===== config.mk =====
export PLATFORM = sky130hd
export DESIGN_NAME = sine_voice_scheduler
export DESIGN_NICKNAME = d
export VERILOG_FILES = /design/src/rtl/sine_voice_scheduler.sv
export SDC_FILE = /design/constraint.sdc
export NUM_CORES = 1
export LEC_CHECK = 0
export CAP_MARGIN = 20
export CELL_PAD_IN_SITES_DETAIL_PLACEMENT = 2
export CELL_PAD_IN_SITES_GLOBAL_PLACEMENT = 2
export CORE_ASPECT_RATIO = 1.75
export CORE_MARGIN = 8
export CORE_UTILIZATION = 40
export DETAILED_ROUTE_END_ITERATION = 6
export PLACE_DENSITY = 0.91
export REMOVE_ABC_BUFFERS = 1
export SLEW_MARGIN = 25
export SYNTH_ARGS = -nofsm -noshare
export SYNTH_HDL_FRONTEND = slang
export SYNTH_SLANG_ARGS = --single-unit
export TNS_END_PERCENT = 1

===== constraint.sdc =====
create_clock -name CLK -period 4.7 [get_ports CLK]
set_clock_uncertainty 0.15 [all_clocks]
set_input_delay 0.94 -clock CLK [delete_from_list [all_inputs] [get_ports CLK]]
set_output_delay 0.94 -clock CLK [all_outputs]
set_load 0.03 [all_outputs]

===== src/rtl/sine_voice_scheduler.sv =====
// sine_voice_scheduler: time-shares one quarter-wave sine table among VOICES
// DDS phase accumulators. Each sample tick steps every voice, issues one
// folded table lookup per cycle, sign-corrects the returns and sums them
// into one signed mixed sample.
// Optional per-voice attenuation (arithmetic right shift of each voice
// sample) is built when SINE_SCHED_ATTEN_EN is defined.
//
// Table handshake: tab_req is a valid with no ready; the table accepts
// every request, and the matching tab_sample is valid exactly TAB_LAT
// cycles after the cycle in which tab_req was high.
module sine_voice_scheduler #(
    parameter int  VOICES  = 8,
    parameter int  PHASE_W = 32,
    parameter int  N       = 7,
    parameter int  TAB_LAT = 2,
    localparam int VW      = $clog2(VOICES),
    localparam int MIX_W   = N + 2 + VW
) (
    input  logic               CLK,
    input  logic               RESET,
    input  logic               sample_tick,
    input  logic               cfg_we,
    input  logic [VW-1:0]      cfg_voice,
    input  logic [PHASE_W-1:0] cfg_adder,
    input  logic               cfg_en,
    input  logic               cfg_sync,
`ifdef SINE_SCHED_ATTEN_EN
    input  logic [2:0]         cfg_atten,
`endif
    output logic               tab_req,
    output logic [N-1:0]       tab_angle,
    output logic [1:0]         tab_quadrant,
    input  logic [N:0]         tab_sample,
    output logic [MIX_W-1:0]   mix_out,
    output logic               sample_valid,
    output logic               busy,
    output logic               overrun,
    output logic [1:0]         dbg_state_o
);

    typedef enum logic [1:0] {
        S_IDLE  = 2'd0,
        S_ISSUE = 2'd1,
        S_DRAIN = 2'd2,
        S_DONE  = 2'd3
    } state_t;

    state_t             state_q, state_d;
    logic [VW-1:0]      vidx_q, vidx_d;
    logic [1:0]         dcnt_q, dcnt_d;
    logic [MIX_W-1:0]   acc_q, acc_d;
    logic [MIX_W-1:0]   mix_q, mix_d;
    logic               overrun_q, overrun_d;

    logic [PHASE_W-1:0] phase_q [VOICES];
    logic [PHASE_W-1:0] phase_d [VOICES];
    logic [PHASE_W-1:0] adder_q [VOICES];
    logic [VOICES-1:0]  en_q;

    // Return pipeline: marks which cycles carry a valid table return and
    // the quadrant that decides its sign.
    logic [TAB_LAT-1:0] pv_q;
    logic [1:0]         pq_q [TAB_LAT];

`ifdef SINE_SCHED_ATTEN_EN
    logic [2:0]         atten_q [VOICES];
    logic [2:0]         pa_q [TAB_LAT];
`endif

    logic [1:0]         cur_quad;
    logic [N-1:0]       cur_angle;
    logic [MIX_W-1:0]   mag_ext;
    logic signed [MIX_W-1:0] contrib;

    assign cur_quad  = phase_q[vidx_q][PHASE_W-1 -: 2];
    assign cur_angle = phase_q[vidx_q][PHASE_W-3 -: N];

    // Frame sequencing and lookup issue; the pre-advance phase drives the table.
    always_comb begin
        state_d      = state_q;
        vidx_d       = vidx_q;
        dcnt_d       = dcnt_q;
        tab_req      = 1'b0;
        tab_angle    = '0;
        tab_quadrant = '0;
        sample_valid = 1'b0;
        case (state_q)
            S_IDLE: begin
                if (sample_tick) begin
                    state_d = S_ISSUE;
                    vidx_d  = '0;
                end
            end
            S_ISSUE: begin
                tab_req = en_q[vidx_q];
                if (en_q[vidx_q]) begin
                    tab_quadrant = cur_quad;
                    // Odd quadrants read the quarter wave backwards.
                    tab_angle    = cur_quad[0] ? ~cur_angle : cur_angle;
                end
                vidx_d = vidx_q + VW'(1);
                if (vidx_q == VW'(VOICES - 1)) begin
                    state_d = S_DRAIN;
                    dcnt_d  = '0;
                end
            end
            S_DRAIN: begin
                dcnt_d = dcnt_q + 2'd1;
                if (dcnt_q == 2'(TAB_LAT - 1)) begin
                    state_d = S_DONE;
                end
            end
            S_DONE: begin
                sample_valid = 1'b1;
                state_d      = S_IDLE;
            end
            default: state_d = S_IDLE;
        endcase
    end

    // Sign-correct each returned magnitude and accumulate; latch the finished
    // sum into mix_q on the edge that enters DONE.
    always_comb begin
        mag_ext = {{(MIX_W - N - 1){1'b0}}, tab_sample};
        contrib = pq_q[TAB_LAT-1][1] ? -mag_ext : mag_ext;
`ifdef SINE_SCHED_ATTEN_EN
        contrib = contrib >>> pa_q[TAB_LAT-1];
`endif
        acc_d = acc_q;
        if (state_q == S_IDLE && sample_tick) begin
            acc_d = '0;
        end else if (pv_q[TAB_LAT-1]) begin
            acc_d = acc_q + contrib;
        end
        mix_d = mix_q;
        if (state_q == S_DRAIN && dcnt_q == 2'(TAB_LAT - 1)) begin
            mix_d = acc_d;
        end
        overrun_d = overrun_q | (sample_tick && state_q != S_IDLE);
    end

    // Phase next-state: a sync write beats the voice's own advance.
    always_comb begin
        for (int i = 0; i < VOICES; i++) begin
            phase_d[i] = phase_q[i];
            if (cfg_we && cfg_sync && cfg_voice == VW'(i)) begin
                phase_d[i] = '0;
            end else if (state_q == S_ISSUE && vidx_q == VW'(i) && en_q[i]) begin
                phase_d[i] = phase_q[i] + adder_q[i];
            end
        end
    end

    // FSM, accumulator, mix and sticky overrun registers.
    always_ff @(posedge CLK) begin
        if (!RESET) begin
            state_q   <= S_IDLE;
            vidx_q    <= '0;
            dcnt_q    <= '0;
            acc_q     <= '0;
            mix_q     <= '0;
            overrun_q <= 1'b0;
        end else begin
            state_q   <= state_d;
            vidx_q    <= vidx_d;
            dcnt_q    <= dcnt_d;
            acc_q     <= acc_d;
            mix_q     <= mix_d;
            overrun_q <= overrun_d;
        end
    end

    // Phase accumulators.
    always_ff @(posedge CLK) begin
        if (!RESET) begin
            for (int i = 0; i < VOICES; i++) begin
                phase_q[i] <= '0;
            end
        end else begin
            for (int i = 0; i < VOICES; i++) begin
                phase_q[i] <= phase_d[i];
            end
        end
    end

    // Voice configuration; accepted in any state, effective from the next cycle.
    always_ff @(posedge CLK) begin
        if (!RESET) begin
            for (int i = 0; i < VOICES; i++) begin
                adder_q[i] <= '0;
`ifdef SINE_SCHED_ATTEN_EN
                atten_q[i] <= '0;
`endif
            end
            en_q <= '0;
        end else if (cfg_we) begin
            adder_q[cfg_voice] <= cfg_adder;
            en_q[cfg_voice]    <= cfg_en;
`ifdef SINE_SCHED_ATTEN_EN
            atten_q[cfg_voice] <= cfg_atten;
`endif
        end
    end

    // Return pipeline tracking requests in flight; reset drops them all.
    always_ff @(posedge CLK) begin
        if (!RESET) begin
            pv_q <= '0;
            for (int k = 0; k < TAB_LAT; k++) begin
                pq_q[k] <= '0;
`ifdef SINE_SCHED_ATTEN_EN
                pa_q[k] <= '0;
`endif
            end
        end else begin
            pv_q[0] <= tab_req;
            pq_q[0] <= tab_quadrant;
`ifdef SINE_SCHED_ATTEN_EN
            pa_q[0] <= atten_q[vidx_q];
`endif
            for (int k = 1; k < TAB_LAT; k++) begin
                pv_q[k] <= pv_q[k-1];
                pq_q[k] <= pq_q[k-1];
`ifdef SINE_SCHED_ATTEN_EN
                pa_q[k] <= pa_q[k-1];
`endif
            end
        end
    end

    assign mix_out     = mix_q;
    assign busy        = (state_q != S_IDLE);
    assign overrun     = overrun_q;
    assign dbg_state_o = state_q;

endmodule


# Word level (Yosys, flattened, before mapping)
# Memory sizes are Yosys's and may differ from the RTL's. A register that Yosys moved wholly into a read port is not among the register bits.
# Cells that the tools add are included.
# op_classes
add_sub_neg	12
n_lt_le_gt_ge	3
eq_ne	21
muxes	59
bitwise_logic	12
reduce_logical	39
# ops
operator	count
two-way mux 32 bit	25
adder 32 bit	8
two-way mux 12 bit	3
OR reduction 32 bit	1
logical AND 1 bit	29
equality test 3 bit (second input constant)	8
two-way mux 7 bit	3
two-way mux 2 bit	8
adder 12 bit	1
equality test 3 x 2 -> 1 bit (second input constant)	4
two-way mux 3 bit	4
negation 8 -> 12 bit	1
bitwise OR 1 bit	11
two-way mux 1 bit	10
bitwise mux 8 bit	1
less-than comparator 3 x 4 -> 1 bit (second input constant)	2
case mux 2 bit (4 select lines)	1
inverter 7 bit	1
equality test 3 x 1 -> 1 bit (second input constant)	2
zero test 3 bit	2
case mux 3 bit (2 select lines)	1
nonzero test 2 bit	3
equality test 2 x 1 -> 1 bit (second input constant)	2
equality test 2 bit (second input constant)	2
11 further kinds	13
# word_totals
regBits	42
ramBits	516
input_bits	49
output_inout_bits	27
wordCells	157
n_memories	3
# memory_table
memory	depth	width	rd	rd_clocked_by_memory_dff	wr	line	text
adder_q	8	32	8	0	8	57	logic [PHASE_W-1:0] adder_q [VOICES];
phase_q	8	32	9	1	8	55	logic [PHASE_W-1:0] phase_q [VOICES];
pq_q	2	2	2	0	2	63	logic [1:0] pq_q [TAB_LAT];

# Longest topological paths before layout
# logic_depth
ltp_word	6
depth_mapped	16
ltp_nobuf	16

# Least setup slack after synthesis
# Ideal clock, no wire load.
# synth_path
path_type	input-to-reg
start	input port cfg_voice[1]
end	memory adder_q[0][0], enable pin
setup_ns	0.467
t_arrival_ns	3.702
t_required_ns	4.083
slack_ns	0.381
cell_stages	3
path_buffers	1
path_cell_list	or2_2 -> clkbuf_1 -> o21ai_0
# synth_rtl
element	line	text
from (decl)	23	input logic [VW-1:0] cfg_voice,
to (decl)	57	

# Worst setup path in the final report
# layout_path
start	register vidx_q[0]
end	output port tab_quadrant[1]
# layout_between
elab_chain_cells	4
# layout_lines
element	line	text
from (decl)	49	logic [VW-1:0] vidx_q, vidx_d;
from (signal assigned)	165	vidx_q <= vidx_d;
binary-select mux 1 bit (select 3 bit)	96	if (en_q[vidx_q]) begin
two-way mux 1 bit (not written as such)	96	
two-way mux 2 bit	96	
two-way mux 2 bit	87	case (state_q)
to (decl)	32	output logic [1:0] tab_quadrant,
# No other way between the ends. The select of a mux whose other input is x is not followed.

==> impl_results.md <==
* Largest fanout on the critical path at 12
* Simple-gate area share of the yosys netlist at 19.6%
* FMAX at 220 MHz
* Drt drc at 0
* Worst path cell trace: mux4_2 > o21ai_0 > nand2_2 > nor2_1 > clkdlybuf4s50_1
* Fin Setup TNS at 0 ns
* Critical Path End Type: output pin
* Fin Hold WS at 0.301 ns
* Antenna violations before repair at 31
* CTS hold repair buffers at 0
* Slowest-stage cell, CP: clkdlybuf4s50_1
* Reg power frac at 45.2%
* Synth Area in XOR/XNOR at 5.66%
* Synth top area cells: edfxtp_1 23%, dfxtp_1 18%, ha_1 10%
* Worst Hold Path EP: pq_q[0][3]
* WL/cell at 35.9 um
* Crit-path max cell delay at 0.71 ns
* First-pass DRT Iterations at 5
* H-tree depth at 2
* Largest family of logic cells by synthesized area: simple AND/OR/NAND/NOR gates
* Root buf cell: clkbuf_16
* Starting density of the core at 40.4%
* Yosys reg bits at 559
* Logic pwr share at 12.7%
* Final Non-Filler Cells at 4,925
* Global route overflow at 0
* WP buf/inv at 1
* Row count at 140
* Placed Area at 35,800 um^2
* Synth area leader: edfxtp_1
* Cell depth of the worst hold path at 1
* # port buffers at 75
* RR Endpoint: phase_q[3][29]
* GRT Total Usage at 33.3%
* ANT nets after route at 0
* Clock tree buffer depth at 3
* Hold Fails Final Rpt at 0
* # setup viols final at 0
* Num Clock Sinks at 559
* Max-cap viol count at 0
* Placed Instances at 4,739
* Number of synthesized flops with an enable pin at 256
* Layout cell share with drive strength beyond 1 at 6.35%
* Post-Route WL at 177 mm
* Clk Latency, worst-skew pair at 0.69 ns
* Crit path kind: flop to output pin
* R2R cell count at 11
* Area grow syn2layout at 12.5%
* Switching Fraction at 30.7%
* Largest net degree at the start of global routing at 39
* Via-to-Cell Ratio at 6.94
* CP top delay family: buffers and inverters
* Top-level port count at 76
* Post-Synthesis Cells at 3,673
* DRT iter0 DRCs at 3,387
* First-pass GRT wire length at 239 mm
* HP Start: pq_q[0][1]
* Worst Hold Class: flop to flop
* Die ar. at 93,900 um^2
* CTS Buf Count at 56
* Post-synth top area share at 22.9%
* Setup crit start kind: flop
* Fin area at 37,800 um^2
* Post-synthesis cell area at 33,600 um^2
* Synth Area in Adders at 10.7%
* Routability Congestion at 0.900
* DPL Wire Length at 98.2 mm
* CTS tree: done
* CP Data Arrival Time at 3.46 ns
* WP depth at 5
* Worst EP required at 3.61 ns
* LEAKAGE at 14.9 nW
* Int Pwr at 0.00824 W
* Core Region at 83,200 um^2
* Peak VDD IR at 0.000306 V
* Vias in the first global route at 36,400
* Mux cell area share after synthesis at 2.24%
* Post-synthesis cell type count at 89
* Register-to-register setup slack at 0.28 ns
* DIE WIDTH at 235 um
* Status: finished, final reports clean
* Critical R2R Launch: adder_q[3][1]
* Post-synth ARST share at 0%
* Via count at 34,200
* Syn avg cell area at 9.15 um^2
* Filler instances at 8,651
* YS warnings at 0
* Final net count at 4,064
* RSZ-0062 raised after global routing: no
* Clock power frac at 42.1%
* Slew margin rel. at 5.17%
* Synth Area in Compound Gates at 18.2%
* Worst-Margin Slew at 1.42 ns
* Final count of pins violating max slew at 0
* Period utilization at 96.9%
* Clock slew at reported path FFs at 0.08 ns
* Die Y at 399 um
* Cell Pwr Density at 315 nW/um^2
* Switching Power at 0.00366 W
* Sequential-to-total area share from yosys stat at 40.9%
* Main flop type after synthesis: dfxtp_1
* Min Tclk post-route at 4.55 ns
cells in the mapped netlist (7+ instances only):
cell type,n
a2111oi_0,8
a211oi_1,45
a21boi_0,7
a21boi_1,7
a21o_1,120
a21oi_1,403
a22o_1,9
a31oi_1,29
and2_1,276
and3_1,33
and4_1,13
clkbuf_1,128
dfxtp_1,303
edfxtp_1,256
fa_1,9
ha_1,273
inv_1,94
mux2i_1,28
mux4_2,20
nand2_1,490
nand2b_1,34
nand3_1,92
nand3b_1,11
nand4_1,31
nor2_1,212
nor2b_1,34
nor3_1,55
o211ai_1,18
o21a_1,32
o21ai_0,115
o21ai_1,64
o21bai_1,23
o31ai_1,9
or3_1,25
or4_1,8
xnor2_1,136
xor2_1,81
power by group through the flow:
stage               Combinational, W  Sequential [W]  Clock [W]
global route                 0.00154         0.00539    0.00511
finish                       0.00151         0.00538    0.00501
detailed placement           0.00133         0.00547          0
global placement             0.00124         0.00545          0
floorplan                   0.000722         0.00547          0
CTS                          0.00141         0.00537    0.00488
stage by stage:
stage	setup WS (ns)	total power, W	util (%)
after detailed placement	0.0977	0.00680	43.0
after floorplan	0.465	0.00619	-
after global placement	0.215	0.00669	43.0
final	0.146	0.0119	45.4
after global routing	0.0693	0.0120	45.3
after CTS	0.137	0.0117	45.2
final cells by class:
type | count | area [um^2] | area share, %
multi-input cells | 2884 | 19100 | 50.6
flip-flops and latches | 559 | 13800 | 36.4
clock buffers | 74 | 1630 | 4.30
well taps | 1065 | 1330 | 3.52
repair buffers | 138 | 1180 | 3.13
inverters | 94 | 353 | 0.933
clock inverters | 32 | 231 | 0.612
diodes | 79 | 198 | 0.523
repair_timing:
action	4_1_cts	5_1_grt
resized for setup	0	2
setup endpoints to repair	0	2
setup buffers	0	0
metal layers:
| metal | global-route usage [%] | vias up | share of wire, % | wire length [um] |
|---|---|---|---|---|
| met5 | 0 | - | 0.092 | 163 |
| met4 | 30.2 | 12 | 10 | 18100 |
| met3 | 6.55 | 1216 | 8.9 | 15700 |
| met2 | 58.3 | 2679 | 48 | 84600 |
| met1 | 33.3 | 16800 | 33 | 58200 |
| li1 | - | 13400 | - | - |
placed cells by master, fill, tap and decap left out, types with 92 or more instances in the layout:
cell type  count
nand2_1      489
a21oi_1      403
dfxtp_1      302
and2_1       276
ha_1         273
edfxtp_1     256
nor2_1       207
xnor2_1      136
a21o_1       120
o21ai_0      103
inv_1         94
nand3_1       92
worst max-delay path by stage:
stage,startpoint,to
after CTS,flop,tab_angle[5]
after detailed placement,tab_sample[0],mix_out[8]
after global routing,vidx_q[0],tab_quadrant[1]
after floorplan,cfg_voice[1],adder_q[0][0]
final,vidx_q[0],tab_quadrant[1]
after global placement,tab_sample[0],mix_out[8]
sequential cells by signal, summed over array words and instances (netlist names), named ones only:
register	count
acc_q	12
pv_q	2
overrun	1
adder_q	256
phase_q	256
dbg_state_o	2
pq_q	2
en_q	8
mix_out	12
dcnt_q	2
vidx_q	3
logic make-up after synthesis:
logic type | Yosys count
flops | 559
simple gates | 1347
xor+xnor | 217
fa+ha+maj | 282
compound gates | 988
mux | 50
buf+inv | 230
No activity file was read; power rests on OpenSTA's default activity.
